### config.mk
export PLATFORM = sky130hd
export DESIGN_NAME = quadrature_generator
export DESIGN_NICKNAME = d
export VERILOG_FILES = /design/src/rtl/quadrature_generator.sv
export SDC_FILE = /design/constraint.sdc
export NUM_CORES = 1
export LEC_CHECK = 0
export BUFFER_PORTS_ARGS = -buffer_cell sky130_fd_sc_hd__buf_2
export CAP_MARGIN = 40
export CORE_UTILIZATION = 60
export CTS_BUF_LIST = sky130_fd_sc_hd__clkbuf_16
export DETAILED_ROUTE_END_ITERATION = 8
export MAX_ROUTING_LAYER = met4
export PLACE_DENSITY = 0.88
export SYNTH_ARGS = -nofsm -noshare
export SYNTH_HDL_FRONTEND = slang
export SYNTH_SLANG_ARGS = --single-unit
export TNS_END_PERCENT = 5
### constraint.sdc
create_clock -name clk -period 3.3 [get_ports clk]
set_input_delay 0.495 -clock clk [delete_from_list [all_inputs] [get_ports clk]]
set_output_delay 0.495 -clock clk [all_outputs]
set_load 0.1 [all_outputs]
### src/rtl/quadrature_generator.sv
// Quadrature generator: turns a signed 16-bit step request into a Gray-code
// quadrature sequence on tach[1:0], one state change every dwell+1 clocks.
//
// state  | meaning
// S_IDLE | waiting for load; remaining reads 0
// S_RUN  | stepping the phase; busy high
module quadrature_generator #(
  parameter int DWELLW = 8
) (
  input  logic              clk,
  input  logic              reset,
  input  logic [7:0]        stepsh,
  input  logic [7:0]        stepsl,
  input  logic [DWELLW-1:0] dwell,
  input  logic              load,
  input  logic              abort,
  input  logic              freeze,
  input  logic              invphase,
  output logic [1:0]        tach,
  output logic              busy,
  output logic              done,
  output logic [7:0]        remh,
  output logic [7:0]        reml
);

  typedef enum logic {
    S_IDLE = 1'b0,
    S_RUN  = 1'b1
  } state_t;

  state_t            state_q, state_d;
  logic [1:0]        phase_q, phase_d;
  logic              dir_q, dir_d;      // 1 = down
  logic [15:0]       rem_q, rem_d;
  logic [DWELLW-1:0] dwell_q, dwell_d;
  logic [DWELLW-1:0] cnt_q, cnt_d;
  logic              done_q, done_d;

  logic [15:0] steps_w;
  logic [16:0] mag_w;
  logic [1:0]  phase_next_w;

  assign steps_w = {stepsh, stepsl};
  // 17-bit negate so -32768 yields +32768 without overflow.
  assign mag_w = steps_w[15] ? (17'd0 - {steps_w[15], steps_w}) : {1'b0, steps_w};

  // Up: 00->01->11->10; down is the reverse. Only one bit changes per step.
  assign phase_next_w = dir_q ? {~phase_q[0], phase_q[1]} : {phase_q[0], ~phase_q[1]};

  // State and datapath registers, synchronous reset.
  always_ff @(posedge clk) begin
    if (reset) begin
      state_q <= S_IDLE;
      phase_q <= 2'b00;
      dir_q   <= 1'b0;
      rem_q   <= '0;
      dwell_q <= '0;
      cnt_q   <= '0;
      done_q  <= 1'b0;
    end else begin
      state_q <= state_d;
      phase_q <= phase_d;
      dir_q   <= dir_d;
      rem_q   <= rem_d;
      dwell_q <= dwell_d;
      cnt_q   <= cnt_d;
      done_q  <= done_d;
    end
  end

  // Next-state logic: load acceptance in idle, dwell timing and stepping in run.
  always_comb begin
    state_d = state_q;
    phase_d = phase_q;
    dir_d   = dir_q;
    rem_d   = rem_q;
    dwell_d = dwell_q;
    cnt_d   = cnt_q;
    done_d  = 1'b0;
    case (state_q)
      S_IDLE: begin
        if (load) begin
          dir_d   = steps_w[15];
          rem_d   = mag_w[15:0];
          dwell_d = dwell;
          cnt_d   = '0;
          if (mag_w == 17'd0) begin
            done_d = 1'b1;
          end else begin
            state_d = S_RUN;
          end
        end
      end
      S_RUN: begin
        if (abort) begin
          state_d = S_IDLE;
          rem_d   = '0;
          cnt_d   = '0;
        end else if (!freeze) begin
          if (cnt_q == dwell_q) begin
            cnt_d   = '0;
            phase_d = phase_next_w;
            rem_d   = rem_q - 16'd1;
            if (rem_q == 16'd1) begin
              state_d = S_IDLE;
              done_d  = 1'b1;
            end
          end else begin
            cnt_d = cnt_q + 1'b1;
          end
        end
      end
      default: state_d = S_IDLE;
    endcase
  end

  assign tach = invphase ? {phase_q[0], phase_q[1]} : phase_q;
  assign busy = (state_q == S_RUN);
  assign done = done_q;
  assign remh = rem_q[15:8];
  assign reml = rem_q[7:0];

endmodule
==> results.md, run 1 <==
* Startpoint Class: primary input
* Most Crowded Layer GR: met2
* Crit Path Class: in -> reg
* Vias in the first global route at 2,348
* Hold EP: dwell_q[2]$_SDFFE_PP0P_
* Std cell rows at 23
* CTS resizes at 0
* Via count at 2,615
* Clock skew at 0.00675 ns
* Mux contribution to synthesized area at 1.69%
* Seq pwr share at 35.8%
* Lkg Pwr at 1.16 nW
* Post-CTS setup buffer count at 0
* CTS tree: done
* Adder-Cell Fraction of Synth Area at 1.98%
* Cell Area, Synth at 0.00252 mm^2
* Most frequent cells in the layout: 49 x buf_2, 41 x nand2_1, 37 x dfxtp_1, 32 x nor2_1, 27 x a21oi_1
* DRC errors left at 0
* DR iter-0 viols at 185
* Final min period at 2.45 ns
* Vias per cell at 6.23
* Ys flop type: dfxtp_1
* Reg2Reg Setup Slack at 0.89 ns
* Final HPWL from detailed placement at 4580 um
* WP data arrival at 2.67 ns
* Largest family of logic cells by synthesized area: simple AND/OR/NAND/NOR gates
* Die area at 0.00447 mm^2
* Final Max Tran Viols at 0
* Asr flop ratio synth at 0%
* Met1 Use GR at 36.9%
* Pwr Density at 492 mW/mm^2
* PortBufs at 49
* Distinct cell type count after synthesis at 57
* Cell-internal power at 878 uW
* Global-route wire length before repair at 10,300 um
* Fin crit share at 74.2%
* # IOs at 50
* Clock share of power at 31.6%
* Combinational power share at 32.6%
* Post-synth net total at 366
* Clock tree buffer depth at 2
* R2R cell count at 7
* Switching Share at 38.3%
* Clock sinks at 37
* Unrepaired setup endpoints after global routing: no
* Area share of xor/xnor cells in the synthesized design at 10.4%
* Area growth syn-to-layout at 14.8%
* Reg2reg end: rem_q[15]$_SDFFE_PP0P_
* HP Class: in -> reg
* Post-CTS Hold Buffers at 0
* Nets at 404
* Met3 GRT Util at 5.48%
* N_diodes at 0
* Cell area after layout at 0.00290 mm^2
* Final ANT Viol Nets at 0
* CTS Buf Count at 5
* Outcome: complete, no violations
* Drt pass-1 iters at 5
* Worst vdd ir at 0.465 mV
* FF-to-FF Start: rem_q[6]$_SDFFE_PP0P_
* Ys Warns at 0
* Die width at 66.8 um
* Clk_lat worst skew at 0.28 ns
* Root Driver: clkbuf_16
* Synthesized flop and latch total at 37
* DP Area at 0.00276 mm^2
* GRT Total Usage at 31.2%
* Worst slew pin tran at 0.766 ns
* # Max-Cap Violations at 0
* Total power at 1.42 mW
* Wire per inst at 15.3 um
* Fmax at 0.408 GHz
* CTS clk-pin slew, worst paths at 0.06 ns
* CP required at 3.52 ns
* Hold path depth at 3
* Crit path max fanout at 10
* Hold_sp: dwell[2]
* Net Switching at 546 uW
* Simple-gate portion of the synthesized area at 27.1%
* Slew HR at 48.8%
* Setup crit end kind: flip-flop
* Met2 usage at 52.4%
* Most common cell after layout, fill and taps aside: buf_2
* Final GP Congestion at 0.880
* Core box area at 0.00403 mm^2
* Largest net degree at the start of global routing at 31
* Share of cells above drive strength 1 at 21.1%
* Complex-gate fraction of the synthesized area at 23.9%
* Sequential area share after synthesis at 29.4%
* Core Util, Final at 71.9%
* H-tree depth at 2
* Avg Cell Area, Syn at 7.60 um^2
* Final Hold Viols at 0
* Number of flops mapped to enable cells by yosys at 0
* WL final at 6430 um
* Starting density of the core at 62.6%
* Initial antenna violation count at 0
* Setup_tns at 0 ns
* FILL cells at 340
* Setup violations, final at 0
* Die Height at 66.8 um
* Grt ovf at 0
* Mapped Cells at 332
[worst max path at each step]
stage | from | to | slack (ns) | cells after the start
after floorplan | rem_q[1]$_SDFFE_PP0P_ | rem_q[14]$_SDFFE_PP0P_ | 0.68 | 9
after global placement | stepsl[0] | done$_SDFF_PP0_ | 0.67 | 10
after detailed placement | stepsl[0] | done$_SDFF_PP0_ | 0.58 | 10
after CTS | stepsl[0] | done$_SDFF_PP0_ | 0.85 | 10
after global routing | stepsl[0] | done$_SDFF_PP0_ | 0.62 | 10
final | stepsl[0] | done$_SDFF_PP0_ | 0.85 | 10
[state kept, by name, summed over array words and instances, names as in the netlist]
name     count
rem_q       16
busy         1
dir_q        1
done         1
dwell_q      8
cnt_q        8
phase_q      2
[power by group through the flow]
stage / logic (mW) / registers (mW) / clock network [mW]
2_1_floorplan: 0.222 / 0.649 / 0
3_3_place_gp: 0.448 / 0.516 / 0
3_5_place_dp: 0.456 / 0.518 / 0
4_1_cts: 0.460 / 0.508 / 0.452
5_1_grt: 0.498 / 0.514 / 0.475
6_report: 0.464 / 0.509 / 0.450
[routing by layer]
| layer | routed length [um] | vias up |
|---|---|---|
| li1 | - | 1285 |
| met1 | 2720 | 1212 |
| met2 | 3190 | 100 |
| met3 | 349 | 18 |
| met4 | 176 | 0 |
| met5 | 0 | - |
[area by class of cell]
class	count	area (um^2)	area share, %
Sequential cell	37	741	25.6
Clock buffer	5	125	4.32
Multi-Input combinational cell	264	1640	56.7
Clock inverter	2	11.3	0.389
Timing Repair Buffer	54	283	9.77
Inverter	8	30.0	1.04
Tap cell	50	62.6	2.16
[synth_stat cells, types with 2 or more instances]
cell type	instances	area (um^2)
buf_1	2	7.51
xor2_1	17	149
o32ai_1	4	35.0
or3_1	6	37.5
or3_2	2	15.0
nand2_1	41	154
o31ai_1	4	30.0
nor4_1	6	37.5
nor2_1	32	120
a21oi_1	27	135
nor4b_1	3	26.3
nand4_1	8	50.1
or4_4	3	33.8
buf_2	6	30.0
buf_6	2	22.5
mux2i_1	2	20.0
xnor2_1	13	114
and3_1	3	18.8
nand2b_1	4	25.0
nor2b_1	3	18.8
dfxtp_1	37	741
a22oi_1	8	60.1
o21ai_0	23	115
o22ai_1	3	18.8
mux2_2	2	22.5
inv_1	8	30.0
nand3_1	8	40.0
o221ai_1	2	17.5
nor3_1	6	30.0
clkbuf_1	13	48.8
ha_1	4	50.1
or4_1	4	30.0
o41ai_2	2	32.5
[logic make-up (layout without fill, tap and decap cells)]
| kind of cell | Yosys count | after routing |
|---|---|---|
| muxes | 4 | 4 |
| buffers and inverters | 31 | 69 |
| adders and majority gates | 4 | 4 |
| DFF | 37 | 37 |
| xor gates and xnor gates | 30 | 30 |
| AOI/OAI and AO/OA | 91 | 91 |
| and+or+nand+nor | 135 | 135 |
[stage by stage]
stage               hold WS [ns]  std cells  worst slack (ns)
floorplan                  0.450        332             0.679
global placement           0.457        413             0.665
detailed placement         0.463        413             0.576
CTS                        0.447        420             0.852
global route               0.461        420             0.623
finish                     0.447        420             0.850
[critical path, cell delays in order]
cell and delay, ns:
buf_2 0.13, inv_1 0.10, ha_1 0.26, or3b_1 0.53, o41ai_2 0.38, xor2_1 0.20, and3_1 0.18, nand4_1 0.11
o32a_2 0.21, nor2_2 0.08
(Power assumes the default switching activity.)
==> run 2: changes to the inputs <==
CORE_UTILIZATION = 50   (was 60)
PLACE_DENSITY = 0.78   (was 0.88)
clock period = 2.01 ns   (was 3.3 ns; I/O delays follow)
==> run 2 against run 1 <==
Against the previous run: hold slack worse by 0.19 ns; via count grew 10%; clock-buffer cell count unchanged; core utilization grew 1.8 points; combinational power rose by 110%; final cell count rose by 16%; final area increased by 22%; global-route usage decreased by 1.8 points; largest cell class unchanged; sequential power up 66%; critical path depth down 1; sequential cell count is the same; the flow now finishes with violations (negative setup slack); sequential share of layout area fell by 4.1 points.
==> results.md, run 2 (same netlist as run 1, synthesis figures left out) <==
* Pwr Density at 721 mW/mm^2
* Crit Path Class: in -> reg
* DP Area at 0.00316 mm^2
* CTS Buf Count at 5
* Final GP Congestion at 0.912
* Lkg Pwr at 1.47 nW
* Clock sinks at 37
* Most frequent cells in the layout: 52 x buf_4, 45 x buf_2, 40 x nand2_1, 32 x nor2_1
* HP Class: in -> reg
* Setup violations, final at 2
* Crit path cell chain: buf_6 -> buf_4 -> or3_4 -> o41ai_1 -> xor2_1 -> and3_1 -> nand4_1 -> o32a_2 -> nor2_2
* Die width at 73.0 um
* # Max-Cap Violations at 0
* Worst slew pin tran at 0.494 ns
* CTS clk-pin slew, worst paths at 0.06 ns
* Most common cell after layout, fill and taps aside: buf_4
* Fin crit share at 102%
* CP required at 2.23 ns
* Die area at 0.00533 mm^2
* Worst vdd ir at 0.605 mV
* # IOs at 50
* Share of cells above drive strength 1 at 37.6%
* Clock tree buffer depth at 2
* Std cell rows at 25
* Core Util, Final at 73.7%
* Setup crit end kind: flip-flop
* Global-route wire length before repair at 11,900 um
* Starting density of the core at 52.7%
* Failing checks: negative setup slack
* CTS tree: done
* Setup slack after layout at -0.0482 ns
* Fmax at 0.486 GHz
* Core box area at 0.00479 mm^2
* Reg with most FFs: rem_q
* N_diodes at 0
* Slowest-stage cell, CP: or3_4
* Final min period at 2.06 ns
* Slew HR at 67.3%
* Nets at 453
* Grt ovf at 0
* Vias in the first global route at 2,706
* Clk_lat worst skew at 0.28 ns
* Critical path's top delay family: simple AND/OR/NAND/NOR gates
* Cell area after layout at 0.00353 mm^2
* Vias per cell at 5.92
* DRC errors left at 0
* Root Driver: clkbuf_16
* Final HPWL from detailed placement at 5270 um
* DR iter-0 viols at 131
* Via count at 2,883
* Largest net degree at the start of global routing at 30
* Initial antenna violation count at 0
* PortBufs at 49
* Largest regs: rem_q (16), cnt_q (8), dwell_q (8)
* Clock skew at 0.00667 ns
* Max reg flops at 16
* GRT Total Usage at 29.5%
* Die Height at 73.0 um
* CP Buf/Inv Count at 2
* Wire per inst at 15.7 um
* Startpoint Class: primary input
* Crit path max fanout at 7
* Setup_tns at -0.0536 ns
* WL final at 7630 um
* Outcome: finished, violations left
* Area growth syn-to-layout at 39.8%
* Drt pass-1 iters at 5
* Post-CTS Hold Buffers at 0
* Hold Slack at 0.260 ns
* Worst path max stage delay at 0.41 ns
* Final Hold Viols at 0
* H-tree depth at 2
* WP data arrival at 2.28 ns
* Final Max Tran Viols at 0
* Total power at 2.54 mW
* Final ANT Viol Nets at 0
* Unrepaired setup endpoints after global routing: yes
[run 2: power breakdown]
part           internal, mW  total, mW  switching (mW)
Combinational         0.345      0.958           0.613
Clock                 0.450      0.742           0.292
Sequential            0.784      0.844          0.0599
[run 2: metrics by stage]
step	worst slack, ns	cells
floorplan	-0.0959	332
global placement	-0.287	473
detailed placement	-0.401	473
CTS	-0.0210	483
global route	-0.143	487
finish	-0.0482	487
[run 2: metal layers]
layer  track usage [%]  share of wire, %  vias up
li1                  -                 -     1377
met1              33.6                41     1357
met2              51.2                51      123
met3              4.42               5.7       26
met4              12.2               2.9        0
met5                 -                 0        -
[run 2: final timing paths]
| path | startpoint | to | slack, ns | cells after the start |
|---|---|---|---|---|
| worst max-delay path | stepsl[1] | done$_SDFF_PP0_ | -0.05 | 9 |
| worst min-delay path | dwell[4] | dwell_q[4]$_SDFFE_PP0P_ | 0.26 | 3 |
| worst max register to register | rem_q[6]$_SDFFE_PP0P_ | done$_SDFF_PP0_ | -0.02 | 6 |
| worst min register to register | dwell_q[4]$_SDFFE_PP0P_ | dwell_q[4]$_SDFFE_PP0P_ | 0.47 | 2 |
[run 2: worst reg2reg max path: stages (launching register included)]
cell	delay, ns
dfxtp_4	0.34
or4_4	0.55
nor3_4	0.30
buf_4	0.17
nand3_2	0.11
o32a_2	0.42
nor2_2	0.10
[run 2: final cells by class]
cell class | instances | area [um^2]
tap | 67 | 83.8
inverter | 8 | 35.0
clock buffer | 5 | 125
timing repair buffer | 103 | 692
sequential | 37 | 758
fill | 362 | 1260
multi-input combinational | 264 | 1820
clock inverter | 3 | 15.0
[run 2: what timing repair did]
item / 4_1_cts / 5_1_grt
gates resized for setup: 6 / 27
pin swaps: 9 / 18
endpoints found under the setup margin: 2 / 4
cloned: 0 / 0
setup buffers: 2 / 4
==> run 3: changes to the inputs <==
PLACE_DENSITY = 0.79   (was 0.78)
==> run 3 against run 2 <==
Against the previous run: the flow now finishes without violations; global-route usage decreased by 1.7 points; final area decreased by 3.0%; clock skew decreased by 0.0031 ns.
==> results.md, run 3 (same netlist as run 1, synthesis figures left out) <==
* FF-to-FF Start: rem_q[6]$_SDFFE_PP0P_
* Final min period at 2.01 ns
* Hold EP: dwell_q[0]$_SDFFE_PP0P_
* CP required at 2.23 ns
* Vias in the first global route at 2,442
* Root Driver: clkbuf_16
* Setup_tns at 0 ns
* Largest regs: rem_q (16), cnt_q (8), dwell_q (8)
* Die Height at 73.0 um
* Global-route wire length before repair at 11,200 um
* Total power at 2.51 mW
* Reg2reg end: rem_q[15]$_SDFFE_PP0P_
* CTS clk-pin slew, worst paths at 0.06 ns
* Lkg Pwr at 1.41 nW
* Setup slack after layout at 0.00261 ns
* Drt pass-1 iters at 4
* Clock tree buffer depth at 2
* Finished Layout Cells at 479
* Pwr Density at 735 mW/mm^2
* Outcome: complete, no violations
* WL final at 7150 um
* Initial antenna violation count at 0
* Hold_sp: dwell[0]
* Core box area at 0.00479 mm^2
* Largest net degree at the start of global routing at 30
* Nets at 445
* R2R cell count at 7
* Setup crit end kind: flip-flop
* GRT Total Usage at 27.8%
* Most common cell after layout, fill and taps aside: buf_2
* Slowest-stage cell, CP: or3b_4
* Pre-CTS WS at -0.314 ns
* Seq pwr share at 33.6%
* WP data arrival at 2.23 ns
* Post-CTS Hold Buffers at 0
* Hold Slack at 0.251 ns
* Net Switching at 959 uW
* Slew HR at 67.7%
* Std cell rows at 25
* CTS tree: done
* Reg2Reg Setup Slack at 0.07 ns
* Wire per inst at 14.9 um
* Most frequent cells in the layout: 48 x buf_2, 45 x buf_4, 41 x nand2_1, 32 x nor2_1, 27 x dfxtp_1
* Worst slew pin tran at 0.488 ns
* N_diodes at 0
* DR iter-0 viols at 151
* Final HPWL from detailed placement at 5100 um
* HP Class: in -> reg
* DRC errors left at 0
* Clock skew at 0.00356 ns
* Area growth syn-to-layout at 35.6%
* PortBufs at 49
* Startpoint Class: primary input
* Clock sinks at 37
* Reg with most FFs: rem_q
* Clk_lat worst skew at 0.28 ns
* Die width at 73.0 um
* Worst path max stage delay at 0.45 ns
* Final Hold Viols at 0
* Crit Path Class: in -> reg
* Grt ovf at 0
* Final Max Tran Viols at 0
* Vias per cell at 5.84
* Share of cells above drive strength 1 at 36.9%
* Combinational power share at 36.0%
* Fmax at 0.498 GHz
* Final ANT Viol Nets at 0
* FILL cells at 397
* Via count at 2,797
* Switching Share at 38.2%
* Crit path max fanout at 5
* Starting density of the core at 52.7%
* Clock share of power at 30.4%
* Dpl cells at 469
* Unrepaired setup endpoints after global routing: yes
* Worst vdd ir at 0.656 mV
* Cell-internal power at 1.55 mW
* Hold path depth at 3
* Final GP Congestion at 0.895
* Die area at 0.00533 mm^2
* Crit path cell chain: buf_4 -> inv_2 -> ha_4 -> or3b_4 -> o311ai_4 -> o311ai_2 -> a211oi_2 -> nand4_1 -> o32a_2 -> nor2_2
* CTS Buf Count at 5
* H-tree depth at 2
* Fin crit share at 99.9%
* Max reg flops at 16
* # Max-Cap Violations at 0
* Setup violations, final at 0
* # IOs at 50
## run 3: how the worst max path moves through the flow
stage                          from                     end  slack [ns]  depth (start not counted)
after floorplan           stepsl[7]  rem_q[13]$_SDFFE_PP0P_        -0.1                          8
after global placement    stepsh[2]  rem_q[13]$_SDFFE_PP0P_       -0.28                          8
after detailed placement  stepsl[0]         done$_SDFF_PP0_       -0.31                         10
after CTS                 stepsl[0]         done$_SDFF_PP0_       0.002                         10
after global routing      stepsl[1]         done$_SDFF_PP0_        -0.1                         10
final                     stepsl[1]         done$_SDFF_PP0_       0.003                         10
## run 3: power by group through the flow
stage,Combinational [mW],Sequential (mW),Clock [mW]
after detailed placement,0.853,0.851,0
after global routing,0.970,0.848,0.799
after global placement,0.843,0.849,0
after CTS,0.858,0.836,0.773
final,0.905,0.844,0.764
after floorplan,0.374,1.07,0
## run 3: critical path: cells and delay by family
kind | cells | cell delay, ns
simple gates | 3 | 0.67
buf+inv | 2 | 0.19
fa+ha+maj | 1 | 0.14
compound gates | 4 | 0.93
## run 3: layout make-up
type,count,area (um^2),share of cell area (%)
Clock buffer,5,125,3.66
Sequential cell,37,758,22.2
Timing Repair Buffer,94,598,17.5
Multi-Input combinational cell,265,1810,52.8
Inverter,8,30.0,0.878
Clock inverter,3,17.5,0.512
Tap cell,67,83.8,2.45
## run 3: metrics by stage
step                instance area (um^2)  utilization, %
global placement                    3130            65.5
global route                        3420            71.5
floorplan                           2570               -
finish                              3420            71.5
detailed placement                  3130            65.5
CTS                                 3280            68.6
## run 3: repair_timing
| action | 4_1_cts | 5_1_grt |
|---|---|---|
| endpoints found under the setup margin | 1 | 7 |
| endpoints found under the hold margin | 0 | 0 |
| pin swaps | 0 | 17 |
| setup buffers | 0 | 1 |
| cloned | 0 | 1 |
| gates resized for setup | 2 | 23 |
## run 3: routing by layer
metal	vias to the layer above	wire length, um	global-route usage [%]
li1	1365	-	-
met1	1313	3070	34.2
met2	107	3530	45.8
met3	12	439	3.87
met4	0	105	10.7
met5	-	0	-
